--- config.mk ---
export PLATFORM = sky130hd
export DESIGN_NAME = power_cap_controller
export DESIGN_NICKNAME = d
export VERILOG_FILES = /design/src/rtl/power_pkg.sv /design/src/rtl/power_window_avg.sv /design/src/rtl/power_cap_controller.sv
export SDC_FILE = /design/constraint.sdc
export NUM_CORES = 1
export LEC_CHECK = 0
export ABC_AREA = 1
export BUFFER_PORTS_ARGS = -buffer_cell sky130_fd_sc_hd__buf_4
export CAP_MARGIN = 20
export CORE_ASPECT_RATIO = 1.1
export CORE_UTILIZATION = 50
export DETAILED_ROUTE_END_ITERATION = 12
export PLACE_DENSITY_LB_ADDON = 0.2
export SLEW_MARGIN = 0
export SYNTH_ARGS = -nofsm -noshare
export SYNTH_HDL_FRONTEND = slang
export SYNTH_SLANG_ARGS = --single-unit
--- constraint.sdc ---
create_clock -name clk -period 4 [get_ports clk]
set_input_delay 0.4 -clock clk [delete_from_list [all_inputs] [get_ports clk]]
set_output_delay 0.4 -clock clk [all_outputs]
set_load 0.01 [all_outputs]
--- src/rtl/power_pkg.sv ---
// Shared types for the power-capping block: level encoding, FSM states and
// power-domain widths used by the controller, its window averager and checker.
package power_pkg;

    typedef logic [2:0]  level_t;
    typedef logic [15:0] power_mw_t;
    typedef logic [23:0] power_acc_t;
    typedef logic [16:0] power_wide_t;

    localparam level_t LEVEL_MIN = 3'd0;
    localparam level_t LEVEL_MAX = 3'd7;

    typedef enum logic [1:0] {
        MONITOR = 2'd0,
        VREQ_UP = 2'd1,
        VREQ_DN = 2'd2,
        SETTLE  = 2'd3
    } cap_state_t;

    function automatic logic [15:0] sat_inc16(input logic [15:0] value);
        logic [15:0] result;
        if (value == 16'hFFFF) begin
            result = value;
        end else begin
            result = value + 16'd1;
        end
        return result;
    endfunction

endpackage

--- src/rtl/power_window_avg.sv ---
// Sliding-free block averager: sums 2^SAMPLE_LOG2 samples and strobes the mean
// on the last sample of each window. Dropping enable discards the window.
module power_window_avg
    import power_pkg::*;
#(
    parameter int SAMPLE_LOG2 = 8
) (
    input  logic      clk,
    input  logic      rst,
    input  logic      enable,
    input  power_mw_t total_power,
    output logic      avg_strobe,
    output power_mw_t avg
);

    localparam logic [SAMPLE_LOG2-1:0] CNT_LAST = {SAMPLE_LOG2{1'b1}};
    localparam logic [SAMPLE_LOG2-1:0] CNT_ONE  = SAMPLE_LOG2'(1'b1);

    logic [SAMPLE_LOG2-1:0] win_cnt_r;
    power_acc_t             acc_r;
    power_acc_t             sum_s;

    // Sum including the current sample, so the mean covers the whole window
    always_comb begin
        sum_s      = acc_r + power_acc_t'(total_power);
        avg_strobe = enable && (win_cnt_r == CNT_LAST);
        avg        = power_mw_t'(sum_s >> SAMPLE_LOG2);
    end

    // Window counter and accumulator; cleared whenever sampling is paused
    always_ff @(posedge clk) begin
        if (rst) begin
            win_cnt_r <= '0;
            acc_r     <= 24'd0;
        end else if (!enable) begin
            win_cnt_r <= '0;
            acc_r     <= 24'd0;
        end else if (win_cnt_r == CNT_LAST) begin
            win_cnt_r <= '0;
            acc_r     <= 24'd0;
        end else begin
            win_cnt_r <= win_cnt_r + CNT_ONE;
            acc_r     <= sum_s;
        end
    end

endmodule

--- src/rtl/power_cap_controller.sv ---
// Closed-loop V/F capping: averages chip power per window, steps the level
// down/up against a budget with hysteresis, and handshakes voltage changes.
module power_cap_controller
    import power_pkg::*;
#(
    parameter int SAMPLE_LOG2   = 8,
    parameter int HYST_MW       = 200,
    parameter int SETTLE_CYCLES = 64,
    parameter int ACK_TIMEOUT   = 1024,
    parameter int RESET_LEVEL   = 3
) (
    input  logic        clk,
    input  logic        rst,
    input  logic [15:0] total_power,
    input  logic [15:0] budget_mw,
    input  logic        cap_enable,
    input  logic [2:0]  max_level,
    output logic [2:0]  voltage_level,
    output logic [2:0]  frequency_level,
    output logic        vreg_req,
    output logic [2:0]  vreg_target,
    input  logic        vreg_ack,
    output logic        throttled,
    output logic        vreg_error,
    output logic [15:0] violation_count
);

    localparam level_t      RESET_LVL   = level_t'(RESET_LEVEL);
    localparam power_wide_t HYST_W      = power_wide_t'(HYST_MW);
    localparam logic [15:0] ACK_LAST    = 16'(ACK_TIMEOUT - 1);
    localparam logic [15:0] SETTLE_LAST = 16'(SETTLE_CYCLES - 1);

    cap_state_t  state_r;
    level_t      volt_r;
    level_t      freq_r;
    level_t      target_r;
    logic        req_r;
    logic        err_r;
    logic        throttled_r;
    logic [15:0] viol_r;
    logic [15:0] timer_r;

    logic        avg_strobe_s;
    power_mw_t   avg_s;
    logic        over_s;
    logic        under_s;
    logic        force_dn_s;
    logic        step_dn_s;
    logic        step_up_s;
    level_t      freq_nxt_s;

    power_window_avg #(
        .SAMPLE_LOG2 (SAMPLE_LOG2)
    ) u_window (
        .clk         (clk),
        .rst         (rst),
        .enable      (state_r == MONITOR),
        .total_power (total_power),
        .avg_strobe  (avg_strobe_s),
        .avg         (avg_s)
    );

    // Window decision terms; a lowered max_level forces a step without a window
    always_comb begin
        over_s     = avg_s > budget_mw;
        under_s    = ({1'b0, avg_s} + HYST_W) < {1'b0, budget_mw};
        force_dn_s = freq_r > max_level;
        step_dn_s  = force_dn_s ||
                     (avg_strobe_s && cap_enable && over_s && (freq_r != LEVEL_MIN));
        step_up_s  = !force_dn_s && avg_strobe_s && cap_enable && under_s &&
                     (freq_r < max_level) && (freq_r != LEVEL_MAX);
    end

    // Frequency drops ahead of the voltage request and rises only after ack
    always_comb begin
        freq_nxt_s = freq_r;
        case (state_r)
            MONITOR: begin
                if (step_dn_s) begin
                    freq_nxt_s = freq_r - 3'd1;
                end else begin
                    freq_nxt_s = freq_r;
                end
            end
            VREQ_UP: begin
                if (vreg_ack) begin
                    freq_nxt_s = target_r;
                end else begin
                    freq_nxt_s = freq_r;
                end
            end
            default: freq_nxt_s = freq_r;
        endcase
    end

    // Capping FSM with all outputs registered
    always_ff @(posedge clk) begin
        if (rst) begin
            state_r     <= MONITOR;
            volt_r      <= RESET_LVL;
            freq_r      <= RESET_LVL;
            target_r    <= LEVEL_MIN;
            req_r       <= 1'b0;
            err_r       <= 1'b0;
            viol_r      <= 16'd0;
            timer_r     <= 16'd0;
            throttled_r <= RESET_LVL < max_level;
        end else begin
            freq_r      <= freq_nxt_s;
            throttled_r <= freq_nxt_s < max_level;
            if (avg_strobe_s && over_s) begin
                viol_r <= sat_inc16(viol_r);
            end
            case (state_r)
                MONITOR: begin
                    timer_r <= 16'd0;
                    if (step_dn_s) begin
                        state_r  <= VREQ_DN;
                        req_r    <= 1'b1;
                        target_r <= freq_r - 3'd1;
                    end else if (step_up_s) begin
                        state_r  <= VREQ_UP;
                        req_r    <= 1'b1;
                        target_r <= freq_r + 3'd1;
                    end
                end
                VREQ_UP, VREQ_DN: begin
                    if (vreg_ack) begin
                        volt_r   <= target_r;
                        req_r    <= 1'b0;
                        target_r <= LEVEL_MIN;
                        state_r  <= SETTLE;
                        timer_r  <= 16'd0;
                    end else if (timer_r == ACK_LAST) begin
                        err_r    <= 1'b1;
                        req_r    <= 1'b0;
                        target_r <= LEVEL_MIN;
                        state_r  <= SETTLE;
                        timer_r  <= 16'd0;
                    end else begin
                        timer_r <= timer_r + 16'd1;
                    end
                end
                SETTLE: begin
                    if (timer_r == SETTLE_LAST) begin
                        state_r <= MONITOR;
                        timer_r <= 16'd0;
                    end else begin
                        timer_r <= timer_r + 16'd1;
                    end
                end
                default: begin
                    state_r  <= MONITOR;
                    req_r    <= 1'b0;
                    target_r <= LEVEL_MIN;
                    timer_r  <= 16'd0;
                end
            endcase
        end
    end

    assign voltage_level   = volt_r;
    assign frequency_level = freq_r;
    assign vreg_req        = req_r;
    assign vreg_target     = target_r;
    assign vreg_error      = err_r;
    assign throttled       = throttled_r;
    assign violation_count = viol_r;

endmodule

After elaboration in Yosys (flattened, before gate mapping)
Cells that the tools add are included.
W data, S select, Z words.
- flip-flop bits (word level): 78
- input bits: 39
- output and inout port bits: 28
- logic and storage cells: 84
- add/sub/neg operators: 7
- $lt $le $gt $ge: 6
- equal/unequal tests: 11
- mux-type cells: 24
- bitwise logic cells: 3
- reduce and logical (&&, ||, !) cells: 22
- operators with widths (kind ; number):
    $mux W16 ; 3
    $pmux W16 S3 ; 1
    $add A16 B1 Y16 const B ; 2
    $add A24 B16 Y24 ; 1
    $mux W3 ; 6
    $add A16 B8 Y17 const B ; 1
    $lt A17 B16 Y1 ; 1
    $eq A16 B10 Y1 const B ; 1
    $eq A16 B16 Y1 const B ; 1
    $eq A16 B6 Y1 const B ; 1
    $gt A16 B16 Y1 ; 1
    $pmux W3 S2 ; 2
    $logic_and A1 B1 Y1 ; 10
    $mux W2 ; 5
    $ne A3 B3 Y1 const B ; 3
    $reduce_and A3 Y1 ; 3
    $add A8 B1 Y8 const B ; 1
    $eq A8 B8 Y1 const B ; 1
    $lt A3 B3 Y1 ; 2
    $pmux W2 S3 ; 1
    $mux W1 ; 5
    $eq A2 B2 Y1 const B ; 2
    $reduce_and A2 Y1 ; 2
    $add A3 B1 Y3 const B ; 1
    other kinds (14) ; 16

Depth between registers and ports, before layout
Gate-level depths: netlist (run 1).
- depth after elaboration: 10
- depth in mapped cells: 31
- depth with buffers taken out: 31

Cells and area by module
From an unflattened synthesis (run 1), not the netlist that was laid out.
- cells, all modules: 939
- area, all modules: 6110.9 um2
- modules (own cells, without submodules) (module ; times used ; cells an instance ; area each (um2) ; sequential area each (um2)):
    power_cap_controller ; 1 ; 517 ; 3598.5 ; 920.9
    power_window_avg ; 1 ; 422 ; 2512.4 ; 640.6

Least setup slack after synthesis (run 1)
No wires, ideal clock.
- path type: input to register
- from: input total_power[0]
- to: register throttled_r, in the netlist throttled
- library setup time: 0.058 ns
- data arrival time: 3.629 ns
- required time: 3.942 ns
- setup slack: 0.313 ns
- stages: 25
- buffers on the path: 0
- cell sequence: ha_1 -> fa_1 -> nand2_1 -> nand3_2 -> nand2_1 -> nand3_1 -> nand2_1 -> nand3b_1 -> nand2_1 -> inv_1 -> ha_1 -> nand2_1 -> nor3_1 -> nand2_1 -> nand2_1 -> nand3_1 -> nand2_2 -> nand2_1 -> o211ai_1 -> a21oi_1 -> ha_1 -> a211o_1 -> inv_1 -> nand2_1 -> nand2_1
- word-level cells in the longest chain between the ends: 9
- RTL lines (element ; line ; RTL):
    start, declared ; power_cap_controller.sv:14 ; input logic [15:0] total_power,
    $add A24 B16 Y24 ; power_window_avg.sv:25 ; sum_s = acc_r + power_acc_t'(total_power);
    via avg_s[10] ; power_cap_controller.sv:44 ; power_mw_t avg_s;
    $gt A16 B16 Y1 ; power_cap_controller.sv:65 ; over_s = avg_s > budget_mw;
    $logic_and A1 B1 Y1 (2 in series) ; power_cap_controller.sv:69 ; (avg_strobe_s && cap_enable && over_s && (freq_r != LEVEL_MIN));
    $logic_or A1 B1 Y1 ; power_cap_controller.sv:68 ; step_dn_s = force_dn_s ||
    $mux W3 ; power_cap_controller.sv:79 ; if (step_dn_s) begin
    $pmux W3 S2 ; power_cap_controller.sv:77 ; case (state_r)
    via freq_nxt_s[2] ; power_cap_controller.sv:50 ; level_t freq_nxt_s;
    $lt A3 B3 Y1 ; power_cap_controller.sv:110 ; throttled_r <= freq_nxt_s < max_level;
    $mux W1 ; power_cap_controller.sv:98 ; if (rst) begin
    end signal, assigned ; power_cap_controller.sv:107 ; throttled_r <= RESET_LVL < max_level;
    end signal, assigned ; power_cap_controller.sv:110 ;
    end, declared ; power_cap_controller.sv:39 ; logic throttled_r;
The timed path passes the listed nets, and every way through them passes these cells.
A chain may end at the register's enable or synchronous reset.

Worst setup path after layout (run 1)
- from: register u_window.acc_r[0]
- to: register throttled_r, in the netlist throttled
- word-level cells in the longest chain between the ends: 9
- RTL lines (element ; line ; RTL):
    start, declared ; power_window_avg.sv:20 ; power_acc_t acc_r;
    start signal, assigned ; power_window_avg.sv:43 ; acc_r <= sum_s;
    $add A24 B16 Y24 ; power_window_avg.sv:25 ;
    via avg_s[10] ; power_cap_controller.sv:44 ;
    $gt A16 B16 Y1 ; power_cap_controller.sv:65 ;
    $logic_and A1 B1 Y1 (2 in series) ; power_cap_controller.sv:69 ;
    $logic_or A1 B1 Y1 ; power_cap_controller.sv:68 ;
    $mux W3 ; power_cap_controller.sv:79 ;
    $pmux W3 S2 ; power_cap_controller.sv:77 ;
    via freq_nxt_s[2] ; power_cap_controller.sv:50 ;
    $lt A3 B3 Y1 ; power_cap_controller.sv:110 ;
    $mux W1 ; power_cap_controller.sv:98 ;
The timed path passes the listed nets, and every way through them passes these cells.

==> reports/results.ini, run 1 <==
[global_routing]
antenna_found_initial=0
grt_max_degree=23
grt_pass1_vias=5159
grt_pass1_wl_um=22800
grt-ovfl-total=0
grt_use_total=0.232

[logic_synthesis]
yosys.area.top_type_share=0.263
synth_fp_nets=1004
avgSynthCellArea_um2=6.58
yosys.area_share.adder=0.132
synth_top_family_by_area=simple AND/OR/NAND/NOR gates
yosysSeqAreaShare=0.263
synth_mux_area_frac=0
synth-simple-area-share=0.360
synth_top_area_cell=dfxtp_1
asyncSetResetFlopFracSynth=0
yosys_warnings=0
synth-xor-area-share=0.0413
netlist_top_cells_area=dfxtp_1 26%, nand2_1 14%, ha_1 13%
synth_edf_count=0
synth.distinct_cells=42
yosys-top-cells-count=228 x nand2_1, 149 x inv_1, 88 x nor2_1
yosysMostFrequentCell=nand2_1
syn-instance-count=903
synth_flop_cell=dfxtp_1
syn_area_um2=5940
synth-compound-area-share=0.101
synth_seq_cells=78

[critical_path]
cp_max_fo=7
crit_required_ps=4290
arrival_ps=4090
r2r_cells=25
crit_path_end_kind=flip-flop
worst_setup_path_start_kind=flip-flop
path_class=flip-flop to flip-flop

[timing]
min_period_ps=3800
finalCritPeriodShare=0.951
clock_skew_ps=5.45
finalSetupTns_ps=0
fmax_ghz=0.263
drv_slew=0
holdWs_ps=290
finalHoldViolations=0
setup_viol=0
maxSlewHeadroom=0.472
worst_slew_pin_slew_ps=787

[routing]
remaining_drc_errors=0
wl_per_cell_um=12.2
vias=5788
firstDrtPassIters=5
routed_wl_um=14000
via_per_inst=5.02
drtIter0Drc=261
drtAntennaViolNets=0

[pwr]
ir_worst_vdd_uv=346
p_leak_nw=3.55
p_total_w=0.00406
power_density_nw_per_um2=553

[final_layout]
drive_gt1_frac=0.200
diodes=0
final_net_count=1101
fin_cells=1153
fill_cells=1088
area_growth_pct=23.6

[die]
fp.dieW_um=106
die_y_um=116
io_pins=67
dieArea_um2=12300
floorplan.initialDensity=0.514
rows=41
core_area_um2=11500

[cts]
cts_made_buffers=9
clock-sinks=78
clk_pin_slew_worst_paths_ps=60
cts_hold_buf=0
clk_path_buf_depth=2
cts_tree=done
h-tree-depth=3
cts_root_buf=clkbuf_16
clk_latency_ps=340

[run_status]
run_status=completed

[placement]
portBuffers=66
hpwl_um=10700
dpl.cell_count=1133
routabilityCongestion=0.875

[flow_run]
maxCapViolations=0

[min_path]
hp-class=input port to flip-flop
hold_depth=3

routing by layer:
layer / vias to the layer above / part of all wire / GRT usage
met5: - / 0 / 0
met4: 0 / 0.017 / 0.0880
met3: 16 / 0.039 / 0.0318
met2: 107 / 0.47 / 0.398
met1: 2589 / 0.48 / 0.297
li1: 3076 / - / -
power by group:
part           internal, W  switching [W]
registers         0.000898       0.000102
clock network     0.000447       0.000329
logic             0.000939        0.00134
logic make-up after synthesis:
kind of cell    count (synthesis)
simple gates                  463
buf+inv                       162
compound gates                110
flops                          78
fa+ha+maj                      62
xor+xnor                       28
path summary, 6_finish.rpt:
kind                    startpoint               endpoint  slack [ps]
max              u_window.acc_r[0]              throttled         200
min                   max_level[2]              throttled         290
max reg2reg      u_window.acc_r[0]              throttled         200
min reg2reg  u_window.win_cnt_r[0]  u_window.win_cnt_r[0]         450
cells in the final DEF, fill, tap and decap left out, drive strengths merged, types with 2 or more instances in the layout:
cell and instances:
a211oi 2, nand2 256, dfxtp 78, o21ai 27
o211ai 5, nor4 4, inv 151, nor2 96
xor2 18, and2 3, o22ai 2, nor3b 2
nand3 55, ha 61, or2 3, nand3b 4
xnor2 10, a31oi 2, nand4 14, a21oi 68
clkbuf 11, clkinv 5, nor3 25, buf 94
cell type report:
class,instances,area [um2],area share
multi-input combinational,663,4030,0.549
sequential,78,1560,0.213
timing repair buffer,94,706,0.0962
inverter,154,578,0.0788
clock buffer,11,253,0.0344
tap,150,188,0.0256
clock inverter,3,21.3,0.00290
sequential cells by signal (all words and copies together), names as in the netlist:
name / flops
u_window.win_cnt_r: 8
vreg_error: 1
frequency_level: 3
vreg_target: 3
voltage_level: 3
throttled: 1
timer_r: 16
vreg_req: 1
violation_count: 16
u_window.acc_r: 24
state_r: 2
critical path: stages (launching register included):
cell and delay [ps]:
dfxtp_1 300, ha_1 200, fa_2 380, nand2_1 130, nand3_4 100, nand2_1 90
nand3_2 90, nand2_1 90, nand3b_1 80, nand2_1 100, inv_1 60, ha_1 280
nand2_2 100, o21ai_0 90, a21oi_1 240, nand2_1 130, nand3_2 130, nand2_4 80
nand2_1 90, o211ai_1 90, a21oi_1 200, ha_1 270, a211o_1 290, inv_1 50
nand2_1 40, nand2_1 40
per-stage QoR:
stage	cell area, um2	worst slack, ps	util
4_1_cts	7030	80.7	0.609
6_report	7340	195	0.636
5_1_grt	7340	-44.5	0.636
3_3_place_gp	6760	-85.4	0.585
3_5_place_dp	6760	-128	0.585
2_1_floorplan	5940	313	-
repair_timing:
action,in CTS,in global routing
gates resized for setup,0,54
setup buffers,0,6
endpoints found under the setup margin,0,9
(Power assumes the default switching activity.)
==> run 2, diff against run 1 <==
--- a/config.mk
+++ b/config.mk
@@ -12,6 +12,7 @@
 export CORE_UTILIZATION = 50
 export DETAILED_ROUTE_END_ITERATION = 12
 export PLACE_DENSITY_LB_ADDON = 0.2
+export REMOVE_ABC_BUFFERS = 1
 export SLEW_MARGIN = 0
 export SYNTH_ARGS = -nofsm -noshare
 export SYNTH_HDL_FRONTEND = slang
==> run 2 against run 1 <==
Compared with the run above:
- sequential power is essentially flat
- design area grew 2.5%
- power increased by 4.7%
- non-clock buffer count is 27 higher
- worst hold slack improved by 5.0 ps
- critical endpoint unchanged
- flip-flop and latch count stayed put
- clock power increased by 16%
- count of clock-buffer cells in the layout decreased by 1
- combinational power up 4%
- largest power group unchanged
==> reports/results.ini, run 2 (synthesis gave the netlist of run 1 again) <==
[run_status]
run_status=completed

[global_routing]
grt_pass1_vias=5319  ; +3.1%
grt_max_degree=28  ; +22%
grt_use_total=0.237  ; +0.00484
grt-ovfl-total=0  ; unchanged
antenna_found_initial=0  ; unchanged
grt_pass1_wl_um=23400  ; +2.5%

[pwr]
p_total_w=0.00425  ; +4.7%
ir_worst_vdd_uv=327  ; -5.7%
p_leak_nw=3.69  ; +3.9%
power_density_nw_per_um2=565  ; +2.2%

[timing]
finalHoldViolations=0  ; unchanged
finalSetupTns_ps=0  ; unchanged
setup_viol=0  ; unchanged
drv_slew=0  ; unchanged
min_period_ps=3790  ; -13.9 ps
fmax_ghz=0.264  ; +0.37%
worst_slew_pin_slew_ps=792  ; +5.16 ps
maxSlewHeadroom=0.468  ; -0.00347
finalCritPeriodShare=0.948  ; -0.00347
clock_skew_ps=9.68  ; +4.23 ps

[cts]
clk_pin_slew_worst_paths_ps=70  ; about the same
cts_made_buffers=9  ; unchanged
clock-sinks=78  ; unchanged
cts_root_buf=clkbuf_16
clk_path_buf_depth=2  ; unchanged
clk_latency_ps=330  ; about the same
h-tree-depth=3  ; unchanged
cts_tree=done
cts_hold_buf=0  ; unchanged

[die]
floorplan.initialDensity=0.514  ; unchanged
fp.dieW_um=106  ; unchanged
io_pins=67  ; unchanged
dieArea_um2=12300  ; unchanged
core_area_um2=11500  ; unchanged
rows=41  ; unchanged
die_y_um=116  ; unchanged

[routing]
routed_wl_um=14200  ; +1.1%
remaining_drc_errors=0  ; unchanged
vias=5857  ; +1.2%
via_per_inst=4.96  ; -1.2%
firstDrtPassIters=4  ; -1
drtAntennaViolNets=0  ; unchanged
drtIter0Drc=203  ; -22%
wl_per_cell_um=12.0  ; -1.3%

[placement]
routabilityCongestion=0.887  ; +1.4%
portBuffers=66  ; unchanged
dpl.cell_count=1159  ; +2.3%
hpwl_um=11100  ; +4.3%

[critical_path]
startpoint=u_window.acc_r[0]
crit_path_end_kind=flip-flop
r2r_setup_slack_ps=210  ; about the same
arrival_ps=4060  ; -30 ps
r2r-start=u_window.acc_r[0]
path_class=flip-flop to flip-flop
cp_max_fo=6  ; -1
worst_setup_path_start_kind=flip-flop
crit_required_ps=4270  ; -20 ps

[final_layout]
diodes=0  ; unchanged
fill_cells=1101  ; +1.2%
layout_common_cells=220 x nand2_1, 149 x inv_1, 121 x buf_4
regMostFlops=u_window.acc_r
drive_gt1_frac=0.217  ; +0.0169
final_net_count=1128  ; +2.5%
area_growth_pct=26.6
largest_reg_flops=24  ; unchanged
final_common_cell=nand2_1
fin_cells=1181  ; +2.4%
finalCoreUtilization=0.651  ; +0.0156

[min_path]
hp-class=input port to flip-flop
min_from=max_level[2]

[flow_run]
maxCapViolations=0  ; unchanged

run 2: changes by cell type in the layout (fill, tap and decap cells not counted), sizes merged:
| cell | delta |
|---|---|
| bufinv | +2 |
| inv | +1 |
| clkbuf | -1 |
| clkinvlp | -1 |
| buf | +27 |
run 2: layout make-up:
type | count | area (um2) | share of cell area
clock buffers | 10 | 239 | 0.0318
clock inverters | 5 | 82.6 | 0.0110
inverters | 154 | 578 | 0.0769
multi-input cells | 663 | 3960 | 0.527
flip-flops and latches | 78 | 1560 | 0.208
well taps | 150 | 188 | 0.0250
repair buffers | 121 | 908 | 0.121
run 2: timing repair:
item | CTS | global route
gates resized for setup | 0 | 44
setup endpoints to repair | 0 | 7
setup buffers | 0 | 7
run 2: path summary, 6_finish.rpt:
kind                            depth (start not counted)         end
worst max-delay path                                   27   throttled
worst min-delay path                                    3   throttled
worst max register to register                         27   throttled
worst min register to register                          1  timer_r[0]
run 2: power breakdown:
group          leakage (nW)  switching, W  internal [W]
Combinational          2.90       0.00137      0.000994
Clock                 0.159      0.000335      0.000563
Sequential            0.634     0.0000887      0.000898
run 2: metal layers:
layer  global-route usage  routed length (um)
met3               0.0301                 404
met2                0.415                6710
met4               0.0861                 308
met5                    0                   0
met1                0.300                6750
run 2: worst max-delay path, stage by stage, from the launching register on:
cell and delay [ps]:
dfxtp_1 300, ha_2 180, fa_2 400, nand2_1 100, nand3_2 90, buf_4 150, nand2_1 70, nand3_1 100
nand2_2 80, nand2_4 70, ha_1 270, nand2_1 60, inv_1 60, nand3_1 100, nor3_2 120, buf_4 150
nand2_1 60, nand2_1 80, nand3_2 110, nand2_4 120, nand2_1 70, o211ai_1 90, a21oi_1 110, ha_1 310
a211o_1 290, inv_1 60, nand2_1 50, nand2_1 50
run 2: per-stage QoR:
| stage | setup slack (ps) | area [um2] | hold slack [ps] |
|---|---|---|---|
| finish | 209 | 7520 | 295 |
| global placement | -98.6 | 6950 | 428 |
| floorplan | 313 | 5910 | 418 |
| global route | -50.1 | 7520 | 308 |
| CTS | 68.9 | 7270 | 286 |
| detailed placement | -140 | 6950 | 437 |
==> run 3, diff against run 2 <==
--- a/config.mk
+++ b/config.mk
@@ -6,7 +6,8 @@
 export NUM_CORES = 1
 export LEC_CHECK = 0
 export ABC_AREA = 1
-export BUFFER_PORTS_ARGS = -buffer_cell sky130_fd_sc_hd__buf_4
+export ABC_CLOCK_PERIOD_IN_PS = 4000
+export BUFFER_PORTS_ARGS = -buffer_cell sky130_fd_sc_hd__buf_2
 export CAP_MARGIN = 20
 export CORE_ASPECT_RATIO = 1.1
 export CORE_UTILIZATION = 50
==> run 3 against run 2 <==
Compared with the run above:
- register-to-register slack improved by 60 ps
- flip-flop and latch count unchanged
- maximum frequency increased by 1.7%
- sequential share of layout area grew 0.82 points
- via count decreased by 0.51%
- wire length up 2.3%
- largest cell class unchanged
- cell count fell by 2.0%
- power is 1.9% lower
- core utilization is 2.5 points lower
- die area unchanged
==> reports/results.ini, run 3 (synthesis gave the netlist of run 1 again) <==
[routing]
via_per_inst=5.04  ; +1.6%
drtAntennaViolNets=0  ; unchanged
drtIter0Drc=248  ; +22%
wl_per_cell_um=12.5  ; +4.4%
remaining_drc_errors=0  ; unchanged
firstDrtPassIters=5  ; +1
routed_wl_um=14500  ; +2.3%
vias=5827  ; -0.51%

[timing]
clock_skew_ps=10.2  ; +0.509 ps
finalHoldViolations=0  ; unchanged
finalCritPeriodShare=0.932  ; -0.0158
maxSlewHeadroom=0.503  ; +0.0345
min_period_ps=3730  ; -63.2 ps
fmax_ghz=0.268  ; +1.7%
drv_slew=0  ; unchanged
holdWs_ps=282  ; -13.7 ps
timing.final.ws_setup_ps=272  ; +63.2 ps
setup_viol=0  ; unchanged
worst_slew_pin_slew_ps=740  ; -51.4 ps

[die]
io_pins=67  ; unchanged
core_area_um2=11500  ; unchanged
die_y_um=116  ; unchanged
floorplan.initialDensity=0.514  ; unchanged
dieArea_um2=12300  ; unchanged
fp.dieW_um=106  ; unchanged
rows=41  ; unchanged

[final_layout]
largest_reg_flops=24  ; unchanged
drive_gt1_frac=0.211  ; -0.00674
diodes=0  ; unchanged
area_growth_pct=21.8
fill_cells=1095  ; -0.54%
final_net_count=1103  ; -2.2%
final_common_cell=nand2_1
layout_common_cells=216 x nand2_1, 148 x inv_1, 82 x nor2_1
regMostFlops=u_window.acc_r

[critical_path]
arrival_ps=4010  ; -50 ps
crit_required_ps=4280  ; about the same
worst_setup_path_start_kind=flip-flop
path_class=flip-flop to flip-flop
crit_path_end_kind=flip-flop
r2r_setup_slack_ps=270  ; +60 ps
cp_max_fo=7  ; +1
critPathSlowestCell=fa_2
cpPeakStageDelay_ps=370  ; -30 ps
r2r_cells=25  ; -7.4%
r2r-start=u_window.acc_r[0]
crit_top_cell=nand2_1
reg2reg_to=throttled

[pwr]
power_density_nw_per_um2=576  ; +2.0%
p_leak_nw=3.55  ; -3.6%
ir_worst_vdd_uv=331  ; +1.3%
p_total_w=0.00417  ; -1.9%

[cts]
clk_latency_ps=340  ; about the same
clock-sinks=78  ; unchanged
cts_tree=done
h-tree-depth=3  ; unchanged
clk_pin_slew_worst_paths_ps=60  ; about the same
cts_made_buffers=9  ; unchanged
cts_root_buf=clkbuf_16
clk_path_buf_depth=2  ; unchanged

[global_routing]
grt_use_total=0.238  ; +0.000795
grt_max_degree=23  ; -18%
grt_pass1_vias=5323  ; +0.075%
grt_pass1_wl_um=23500  ; +0.44%
antenna_found_initial=0  ; unchanged
grt-ovfl-total=0  ; unchanged

[placement]
hpwl_um=11100  ; -0.47%
dp_slack_ps=-158  ; -17.9 ps
routabilityCongestion=0.876  ; -1.3%
portBuffers=66  ; unchanged

[min_path]
holdPathEnd=throttled
min_from=max_level[2]
hp-class=input port to flip-flop
hold_depth=3  ; unchanged

[flow_run]
maxCapViolations=0  ; unchanged

[run_status]
run_status=completed

[run 3: what timing repair did]
item                                    4_1_cts  5_1_grt
buffers inserted                              0        4
endpoints found under the setup margin        0        8
gates resized for setup                       0       64
hold buffers                                  0        0
[run 3: where the power goes]
group,switching (W),internal (W),total (W)
logic,0.00138,0.000907,0.00229
registers,0.0000880,0.000898,0.000986
clock network,0.000346,0.000550,0.000896
[run 3: worst max-delay path by stage]
stage	start	to	cells after the start
2_1_floorplan	total_power[0]	throttled	25
3_3_place_gp	total_power[0]	throttled	26
3_5_place_dp	total_power[0]	throttled	26
4_1_cts	u_window.acc_r[0]	throttled	25
5_1_grt	u_window.acc_r[0]	vreg_target[1]	28
6_report	u_window.acc_r[0]	throttled	25
[run 3: final cells by class]
cell class                      instances  area (um2)  area share
Timing Repair Buffer                   96         556      0.0768
Clock buffer                           11         233      0.0322
Sequential cell                        78        1560       0.216
Inverter                              154         578      0.0799
Tap cell                              150         188      0.0260
Multi-Input combinational cell        663        4030       0.558
Clock inverter                          5        82.6      0.0114
[run 3: metrics by stage]
step,setup TNS (ps),area (um2),instances,util
2_1_floorplan,0,5910,895,-
3_3_place_gp,-108,6620,1137,0.574
3_5_place_dp,-368,6620,1137,0.574
4_1_cts,0,6940,1153,0.601
5_1_grt,-232,7230,1157,0.627
6_report,0,7230,1157,0.627
[run 3: metal layers]
metal  global-route usage  wire (um)  up-vias
met1                0.294       6660     2621
met2                0.422       7020      109
met4               0.0759        276        0
met5                    0          0        -
met3               0.0396        546       23
li1                     -          -     3074
[run 3: worst max-delay path: cells and delay by family (launching register included)]
kind / cells / cell delay (ps)
DFF: 1 / 300
buffers and inverters: 1 / 50
adders and majority gates: 4 / 1150
and+or+nand+nor: 17 / 1680
AOI/OAI and AO/OA: 3 / 490
